<file path="src/rtl/cache_arbiter_if.sv">
// cache_arbiter_if: groups the I-cache, D-cache and cacheline-adapter signals of cache_arbiter.
// Ports: i_* = I-cache line reads; d_* = D-cache line reads/writebacks; ca_* = adapter side.
// Modports: slave = arbiter view; master = environment view (both caches plus the adapter).
interface cache_arbiter_if #(
  parameter int s_line = 256
);
  // I-cache side
  logic [31:0]       i_addr;
  logic              i_read;
  logic [s_line-1:0] i_rdata;
  logic              i_resp;
  // D-cache side
  logic [31:0]       d_addr;
  logic              d_read;
  logic              d_write;
  logic [s_line-1:0] d_wdata;
  logic [s_line-1:0] d_rdata;
  logic              d_resp;
  // cacheline adapter side
  logic [31:0]       ca_addr;
  logic              ca_read;
  logic              ca_write;
  logic [s_line-1:0] ca_wdata;
  logic [s_line-1:0] ca_rdata;
  logic              ca_resp;

  modport slave (
    input  i_addr, i_read,
    output i_rdata, i_resp,
    input  d_addr, d_read, d_write, d_wdata,
    output d_rdata, d_resp,
    output ca_addr, ca_read, ca_write, ca_wdata,
    input  ca_rdata, ca_resp
  );

  modport master (
    output i_addr, i_read,
    input  i_rdata, i_resp,
    output d_addr, d_read, d_write, d_wdata,
    input  d_rdata, d_resp,
    input  ca_addr, ca_read, ca_write, ca_wdata,
    output ca_rdata, ca_resp
  );
endinterface

</file>
<file path="src/rtl/cache_arbiter.sv">
// cache_arbiter: shares one cacheline adapter between the I-cache and the D-cache.
// Latency: adapter request 1 cycle after a request is seen in idle; x_resp is ca_resp passed through.
// Backpressure: the losing requester holds its request; it is arbitrated at the next idle cycle.
// Ports: clk, rst (synchronous, active-high), bus (cache_arbiter_if.slave: i_*, d_*, ca_*).
// Config: CACHE_ARBITER_RR_EN defined -> round-robin on contention; undefined -> D-cache always wins.
module cache_arbiter #(
  parameter int s_line = 256
) (
  input logic            clk,
  input logic            rst,
  cache_arbiter_if.slave bus
);

  typedef enum logic [1:0] {
    s_idle    = 2'd0,
    s_serve_i = 2'd1,
    s_serve_d = 2'd2
  } state_t;

  state_t            r_state;
  state_t            w_state_nxt;

  // Transaction captured at grant time; the adapter only ever sees these,
  // so requesters may change or drop their inputs while being served.
  logic [31:0]       r_addr;
  logic [s_line-1:0] r_wdata;
  logic              r_op_write;

  logic              w_req_i;
  logic              w_req_d;
  logic              w_grant_i;
  logic              w_grant_d;
  logic              w_ca_read;
  logic              w_ca_write;
  logic              w_i_resp;
  logic              w_d_resp;

  assign w_req_i = bus.i_read;
  assign w_req_d = bus.d_read | bus.d_write;

`ifdef CACHE_ARBITER_RR_EN
  // Last-grant register, updated only on contention: 1 means the D-cache won
  // the most recent contention, so the I-cache leads the next one.  Clearing
  // it on reset lets the D-cache lead the first contention.
  logic r_last_d;
  logic w_both;

  assign w_both    = w_req_i & w_req_d;
  assign w_grant_d = w_req_d & (~w_req_i | ~r_last_d);

  always_ff @(posedge clk) begin
    if (rst) begin
      r_last_d <= 1'b0;
    end else if (r_state == s_idle && w_both) begin
      r_last_d <= w_grant_d;
    end
  end
`else
  assign w_grant_d = w_req_d;
`endif

  assign w_grant_i = w_req_i & ~w_grant_d;

  // State register
  always_ff @(posedge clk) begin
    if (rst) begin
      r_state <= s_idle;
    end else begin
      r_state <= w_state_nxt;
    end
  end

  // Next-state and adapter/response controls
  always_comb begin
    w_state_nxt = r_state;
    w_ca_read   = 1'b0;
    w_ca_write  = 1'b0;
    w_i_resp    = 1'b0;
    w_d_resp    = 1'b0;
    case (r_state)
      s_idle: begin
        // ca_resp is deliberately ignored here
        if (w_grant_d) begin
          w_state_nxt = s_serve_d;
        end else if (w_grant_i) begin
          w_state_nxt = s_serve_i;
        end
      end
      s_serve_i: begin
        w_ca_read  = ~r_op_write;
        w_ca_write = r_op_write;
        if (bus.ca_resp) begin
          w_i_resp    = 1'b1;
          w_state_nxt = s_idle;
        end
      end
      s_serve_d: begin
        w_ca_read  = ~r_op_write;
        w_ca_write = r_op_write;
        if (bus.ca_resp) begin
          w_d_resp    = 1'b1;
          w_state_nxt = s_idle;
        end
      end
      default: begin
        w_state_nxt = s_idle;
      end
    endcase
  end

  // Capture the winner in idle.  A simultaneous d_read/d_write is a writeback.
  always_ff @(posedge clk) begin
    if (rst) begin
      r_addr     <= '0;
      r_wdata    <= '0;
      r_op_write <= 1'b0;
    end else if (r_state == s_idle) begin
      if (w_grant_d) begin
        r_addr     <= bus.d_addr;
        r_wdata    <= bus.d_wdata;
        r_op_write <= bus.d_write;
      end else if (w_grant_i) begin
        r_addr     <= bus.i_addr;
        r_wdata    <= '0;
        r_op_write <= 1'b0;
      end
    end
  end

  // Reset abandons an in-flight transaction: no request, no completion pulse
  // even if the adapter answers in the reset cycle.
  assign bus.ca_read  = w_ca_read & ~rst;
  assign bus.ca_write = w_ca_write & ~rst;
  assign bus.i_resp   = w_i_resp & ~rst;
  assign bus.d_resp   = w_d_resp & ~rst;
  assign bus.ca_addr  = r_addr;
  assign bus.ca_wdata = r_wdata;

  // Line data goes to both caches unconditionally; x_resp qualifies it.
  assign bus.i_rdata  = bus.ca_rdata;
  assign bus.d_rdata  = bus.ca_rdata;

  a_ca_onehot: assert property (@(posedge clk) disable iff (rst) !(bus.ca_read && bus.ca_write));
  a_resp_excl: assert property (@(posedge clk) disable iff (rst) !(bus.i_resp && bus.d_resp));

endmodule

</file>
<file path="src/flat_wrapper.sv">
// flat-port wrapper written by rule: the top's interface ports become plain ports
module cache_arbiter_flat 
#(
  parameter int s_line = 256
)
  (clk, rst, bus_i_addr, bus_i_read, bus_i_rdata, bus_i_resp, bus_d_addr, bus_d_read, bus_d_write, bus_d_wdata, bus_d_rdata, bus_d_resp, bus_ca_addr, bus_ca_read, bus_ca_write, bus_ca_wdata, bus_ca_rdata, bus_ca_resp);
  cache_arbiter_if #(.s_line(s_line)) bus_i ();
  input logic clk;
  input logic rst;
  input wire logic [$bits(bus_i.i_addr)-1:0] bus_i_addr;
  input wire logic [$bits(bus_i.i_read)-1:0] bus_i_read;
  output wire logic [$bits(bus_i.i_rdata)-1:0] bus_i_rdata;
  output wire logic [$bits(bus_i.i_resp)-1:0] bus_i_resp;
  input wire logic [$bits(bus_i.d_addr)-1:0] bus_d_addr;
  input wire logic [$bits(bus_i.d_read)-1:0] bus_d_read;
  input wire logic [$bits(bus_i.d_write)-1:0] bus_d_write;
  input wire logic [$bits(bus_i.d_wdata)-1:0] bus_d_wdata;
  output wire logic [$bits(bus_i.d_rdata)-1:0] bus_d_rdata;
  output wire logic [$bits(bus_i.d_resp)-1:0] bus_d_resp;
  output wire logic [$bits(bus_i.ca_addr)-1:0] bus_ca_addr;
  output wire logic [$bits(bus_i.ca_read)-1:0] bus_ca_read;
  output wire logic [$bits(bus_i.ca_write)-1:0] bus_ca_write;
  output wire logic [$bits(bus_i.ca_wdata)-1:0] bus_ca_wdata;
  input wire logic [$bits(bus_i.ca_rdata)-1:0] bus_ca_rdata;
  input wire logic [$bits(bus_i.ca_resp)-1:0] bus_ca_resp;
  assign bus_i.i_addr = bus_i_addr;
  assign bus_i.i_read = bus_i_read;
  assign bus_i_rdata = bus_i.i_rdata;
  assign bus_i_resp = bus_i.i_resp;
  assign bus_i.d_addr = bus_d_addr;
  assign bus_i.d_read = bus_d_read;
  assign bus_i.d_write = bus_d_write;
  assign bus_i.d_wdata = bus_d_wdata;
  assign bus_d_rdata = bus_i.d_rdata;
  assign bus_d_resp = bus_i.d_resp;
  assign bus_ca_addr = bus_i.ca_addr;
  assign bus_ca_read = bus_i.ca_read;
  assign bus_ca_write = bus_i.ca_write;
  assign bus_ca_wdata = bus_i.ca_wdata;
  assign bus_i.ca_rdata = bus_ca_rdata;
  assign bus_i.ca_resp = bus_ca_resp;
  cache_arbiter #(.s_line(s_line)) u_core (.clk(clk), .rst(rst), .bus(bus_i));
endmodule
</file>
<file path="config.mk">
export PLATFORM = sky130hd
export DESIGN_NAME = cache_arbiter_flat
export DESIGN_NICKNAME = d
export VERILOG_FILES = /design/src/rtl/cache_arbiter_if.sv /design/src/rtl/cache_arbiter.sv /design/src/flat_wrapper.sv
export SDC_FILE = /design/constraint.sdc
export NUM_CORES = 1
export LEC_CHECK = 0
export CAP_MARGIN = 5
export CORE_AREA = 3 3 546 548
export DETAILED_ROUTE_END_ITERATION = 8
export DIE_AREA = 0 0 549 551
export GPL_TIMING_DRIVEN = 0
export PLACE_DENSITY = 0.33
export SYNTH_ARGS = -nofsm -noshare
export SYNTH_HDL_FRONTEND = slang
export SYNTH_SLANG_ARGS = --single-unit
</file>
<file path="constraint.sdc">
create_clock -name clk -period 3.85 [get_ports clk]
set_input_delay 0.9625 -clock clk [delete_from_list [all_inputs] [get_ports clk]]
set_output_delay 0.9625 -clock clk [all_outputs]
set_load 0.01 [all_outputs]
</file>
# --- Word-level counts from Yosys, hierarchy flattened ---
# Cells that the tools add are included.
classes:
  bitwise_logic: 9
  add_sub_neg: 0
  n_reduce_logical: 5
  n_mux: 15
  multipliers: 0
  n_shift: 0
  order_cmp: 0
  div: 0
  eq_ne: 4
ops:
  columns: ["op", "count"]
  rows:
  - ["256-bit 2-to-1 mux", 2]
  - ["32-bit 2-to-1 mux", 2]
  - ["1-bit 2-to-1 mux", 7]
  - ["2-bit 2-to-1 mux", 3]
  - ["1-bit bitwise AND", 5]
  - ["2-bit case mux with 2 select lines", 1]
  - ["2-bit AND reduction", 2]
  - ["3-bit by 1-bit inequality test with 1-bit output, second input constant", 1]
  - ["1-bit NOT", 3]
  - ["2-bit by 1-bit equality test with 1-bit output, second input constant", 1]
  - ["2-bit equality test, second input constant", 1]
  - ["2-bit zero test", 1]
  - ["2-bit by 1-bit inequality test with 1-bit output, second input constant", 1]
  - ["2-bit nonzero test", 1]
  - ["2-bit OR reduction", 1]
  - ["1-bit OR", 1]
word_totals:
  register_bits: 291
  rom_bits: 0
  mem_count: 0
  ram_bits: 0
  elab_cells: 37
  in_bits: 582
  latch_bits: 0

# --- Longest topological paths before layout ---
depth:
  word_depth: 6
  depth_mapped: 7
  depth_no_buf: 5

# --- Worst setup path after synthesis ---
# Ideal clock, no wire load.
synth_path:
  kind: "input to output"
  from: "input port rst"
  to: "output port bus_ca_read"
  path_buffers: 1
  slack_ps: 1420
  required_ps: 2888
  arrival_time_ps: 1467
  cell_stages: 2
  path_cell_list: "clkbuf_1 > nor3b_1"
synth_via:
  elab_chain_cells: 2
synth_lines:
  columns: ["element", "line_no", "text"]
  rows:
  - ["start: declaration", "flat_wrapper.sv:9", "input logic rst;"]
  - ["1-bit NOT", "cache_arbiter.sv:132", "assign bus.ca_read = w_ca_read & ~rst;"]
  - ["1-bit bitwise AND", "cache_arbiter.sv:132", null]
  - ["end: declaration", "flat_wrapper.sv:21", "output wire logic [$bits(bus_i.ca_read)-1:0] bus_ca_read;"]
# Every way passes these cells.

# --- Final worst setup path ---
layout_path:
  from: "input port rst"
  to: "output port bus_ca_write"
layout_via:
  elab_chain_cells: 2
layout_lines:
  columns: ["element", "line_no", "text"]
  rows:
  - ["1-bit NOT", "cache_arbiter.sv:133", "assign bus.ca_write = w_ca_write & ~rst;"]
  - ["1-bit bitwise AND", "cache_arbiter.sv:133", null]
  - ["end: declaration", "flat_wrapper.sv:22", "output wire logic [$bits(bus_i.ca_write)-1:0] bus_ca_write;"]
# Every way passes these cells.

==> out/metrics.cfg <==
[outcome]
outcome = finished clean

[synthesis]
synthAdderAreaFrac = 0.00281
synth_top_family_by_area = buffers and inverters
netlist_instances = 1290
syn_area_per_cell_um2 = 10.3
seq_area_frac_synth = 0.437
synthMuxAreaShare = 0
ys_warn_count = 0
ys_ff_latch = 291
synthSimpleGateAreaFrac = 0.0261
yosys.area_share.xor_xnor = 0
synth_compound_area_frac = 0.205
syn_area_um2 = 13300
syn-num-nets = 1875
synth_cell_type_count = 25

[clocking]
numCtsBuffers = 43
htreeDepth = 2
cts_tree = yes
cts_buffer_depth = 3
clock-root-buffer = clkbuf_16
clk_latency_ns = 0.67
clkTransAtPathRegs_ns = 0.05
cts_sinks = 291
cts_hold_buf = 0

[timing]
setup_ws_ns = 0.255
worstMarginPinSlew_ns = 0.899
finalClockSkew_ns = 0.0327
maxSlewHeadroom = 0.401
holdWs_ns = 0.473
fin_crit_sh = 0.934
finalHoldViolations = 0
clock.fmax_mhz = 278
finalMaxSlewViolations = 0
finalSetupViolCount = 0
rsz0062_at_grt = no
min_period_ns = 3.59

[detailed_routing]
wire_per_inst_um = 27.1
routed_wl_mm = 174
viasPerCell = 2.31
firstDrtPassIters = 6
num_vias = 14861
drtAntennaViolNets = 0
drc = 0
drt_iter0_markers = 659

[global_routing]
grt_max_degree = 13
first_global_vias = 15042
gr-usage-all-layers = 0.109
grt_first_pass_wirelength_mm = 206
gr-total-overflow = 0
antenna_found_initial = 146

[cells_and_area]
drive_above_1_share = 0.260
synthToLayoutAreaGrowth_pct = 132
final_cell_mix = 1125 x clkdlybuf4s50_1, 513 x buf_4, 291 x dfxtp_1, 256 x a22o_1, 43 x clkbuf_16
final_common_cell = clkdlybuf4s50_1
post-route-util = 0.106
final_cell_area_um2 = 31000
n_fill_cell = 33756
final_nets = 3048

[worst_hold_path]
hold_class = flip-flop to flip-flop
min_from = u_core.bus.ca_wdata[160]
worstHoldPathCells = 1
hold_path_end = u_core.bus.ca_wdata[160]

[worst_setup_path]
r2r-end = u_core.bus.ca_wdata[240]
reg2reg_slack_ns = 1.64
r2r_start = u_core.r_state[0]
critPathKind = primary input to primary output
critPathCaptureType = primary output
path_max_fanout = 10
arrival_ns = 2.63
cp.required_ns = 2.89
reg2regPathDepth = 6
start_kind = primary input

[floorplan]
core_um2 = 294000
die_y_um = 551
rows = 199
die_w_um = 549
die_area_um2 = 302000
ioPinCount = 1386
start_util = 0.0454

[power_and_ir_drop]
ir_drop_v = 0.000346
power_density_nw_per_um2 = 365
combPwrFrac = 0.326
p_sw_mw = 3.68
leakagePower_nw = 11.5
p_seq_frac = 0.316
internal_power_mw = 7.63
clkPwrFrac = 0.358
p_sw_frac = 0.326

[place]
placed_area_um2 = 29500
dp_hpwl_mm = 161
numPortBuffers = 1127
dp_slack_ns = -0.668
routabilityCongestion = 0.943

[flow_run]
maxCapViolCount = 0

worst max-delay path by stage:
| stage | to | from | depth (start not counted) | slack, ns |
|---|---|---|---|---|
| global route | bus_ca_write | rst | 4 | 0.12 |
| global placement | bus_i_resp | rst | 4 | -0.62 |
| finish | bus_ca_write | rst | 4 | 0.26 |
| CTS | bus_ca_write | rst | 4 | 0.18 |
| detailed placement | bus_i_resp | rst | 4 | -0.67 |
| floorplan | bus_ca_read | rst | 2 | 1.42 |
area by class of cell:
type,count,area [um2],share of cell area
well taps,3919,4900,0.158
repair buffers,1128,11300,0.364
multi-input cells,407,3120,0.101
diodes,30,75.1,0.00242
clock inverters,16,174,0.00561
clock buffers,61,1210,0.0391
inverters,2,7.51,0.000242
plain buffers,590,4390,0.142
flip-flops and latches,291,5830,0.188
critical path, cell delays in order:
cell and delay [ns]:
dlygate4sd2_1 0.49, clkbuf_2 0.41, and3b_1 0.25, clkdlybuf4s50_1 0.50
power groups by stage:
stage	Combinational (mW)	Clock (mW)	Sequential, mW
floorplan	1.17	0	3.76
global placement	3.84	0	3.63
detailed placement	3.83	0	3.64
CTS	3.85	4.29	3.58
global route	3.91	4.36	3.62
finish	3.69	4.05	3.57
per-stage QoR:
stage / power [mW] / instances / setup TNS [ns]
after global placement: 7.47 / 6336 / -50.16
final: 11.3 / 6444 / 0
after floorplan: 4.93 / 1290 / 0
after CTS: 11.7 / 6414 / 0
after global routing: 11.9 / 6424 / 0
after detailed placement: 7.47 / 6337 / -1.37
logic make-up after synthesis:
logic type | count (synthesis)
and+or+nand+nor | 77
AOI/OAI and AO/OA | 327
adders and majority gates | 3
DFF | 291
buffers and inverters | 592
registers in the layout, indices dropped and copies added, names as in the netlist:
register and count:
u_core.r_state 2, u_core.bus.ca_addr 32, u_core.r_op_write 1, u_core.bus.ca_wdata 256
per-layer routing:
layer	vias up	track usage	wire (um)
li1	6426	-	-
met1	6960	0.121	66800
met2	1123	0.185	82700
met3	258	0.0563	20200
met4	94	0.0248	4000
met5	-	0	655
synth_stat cells:
cell	count	area share
buf_4	513	0.29
dfxtp_1	291	0.44
a22o_1	256	0.17
buf_2	35	0.013
o21ai_0	34	0.013
nor2_1	33	0.0093
a311oi_1	32	0.021
nand2_1	32	0.0090
buf_6	27	0.023
clkbuf_1	14	0.0039
a21oi_1	3	0.0011
and3b_1	3	0.0020
ha_1	3	0.0028
inv_1	2	0.00056
nor2b_1	2	0.00094
a22oi_1	1	0.00056
clkbuf_2	1	0.00037
nand2b_1	1	0.00047
nand3b_1	1	0.00056
nor2_2	1	0.00047
nor2_8	1	0.0015
nor3_1	1	0.00037
nor3b_1	1	0.00056
nor3b_2	1	0.00094
o31a_4	1	0.0013
what timing repair did:
| item | in CTS | in global routing |
|---|---|---|
| resized for setup | 5 | 0 |
| setup buffers | 0 | 0 |
| setup endpoints to repair | 4 | 0 |
Power figures use the tool's default switching activity.
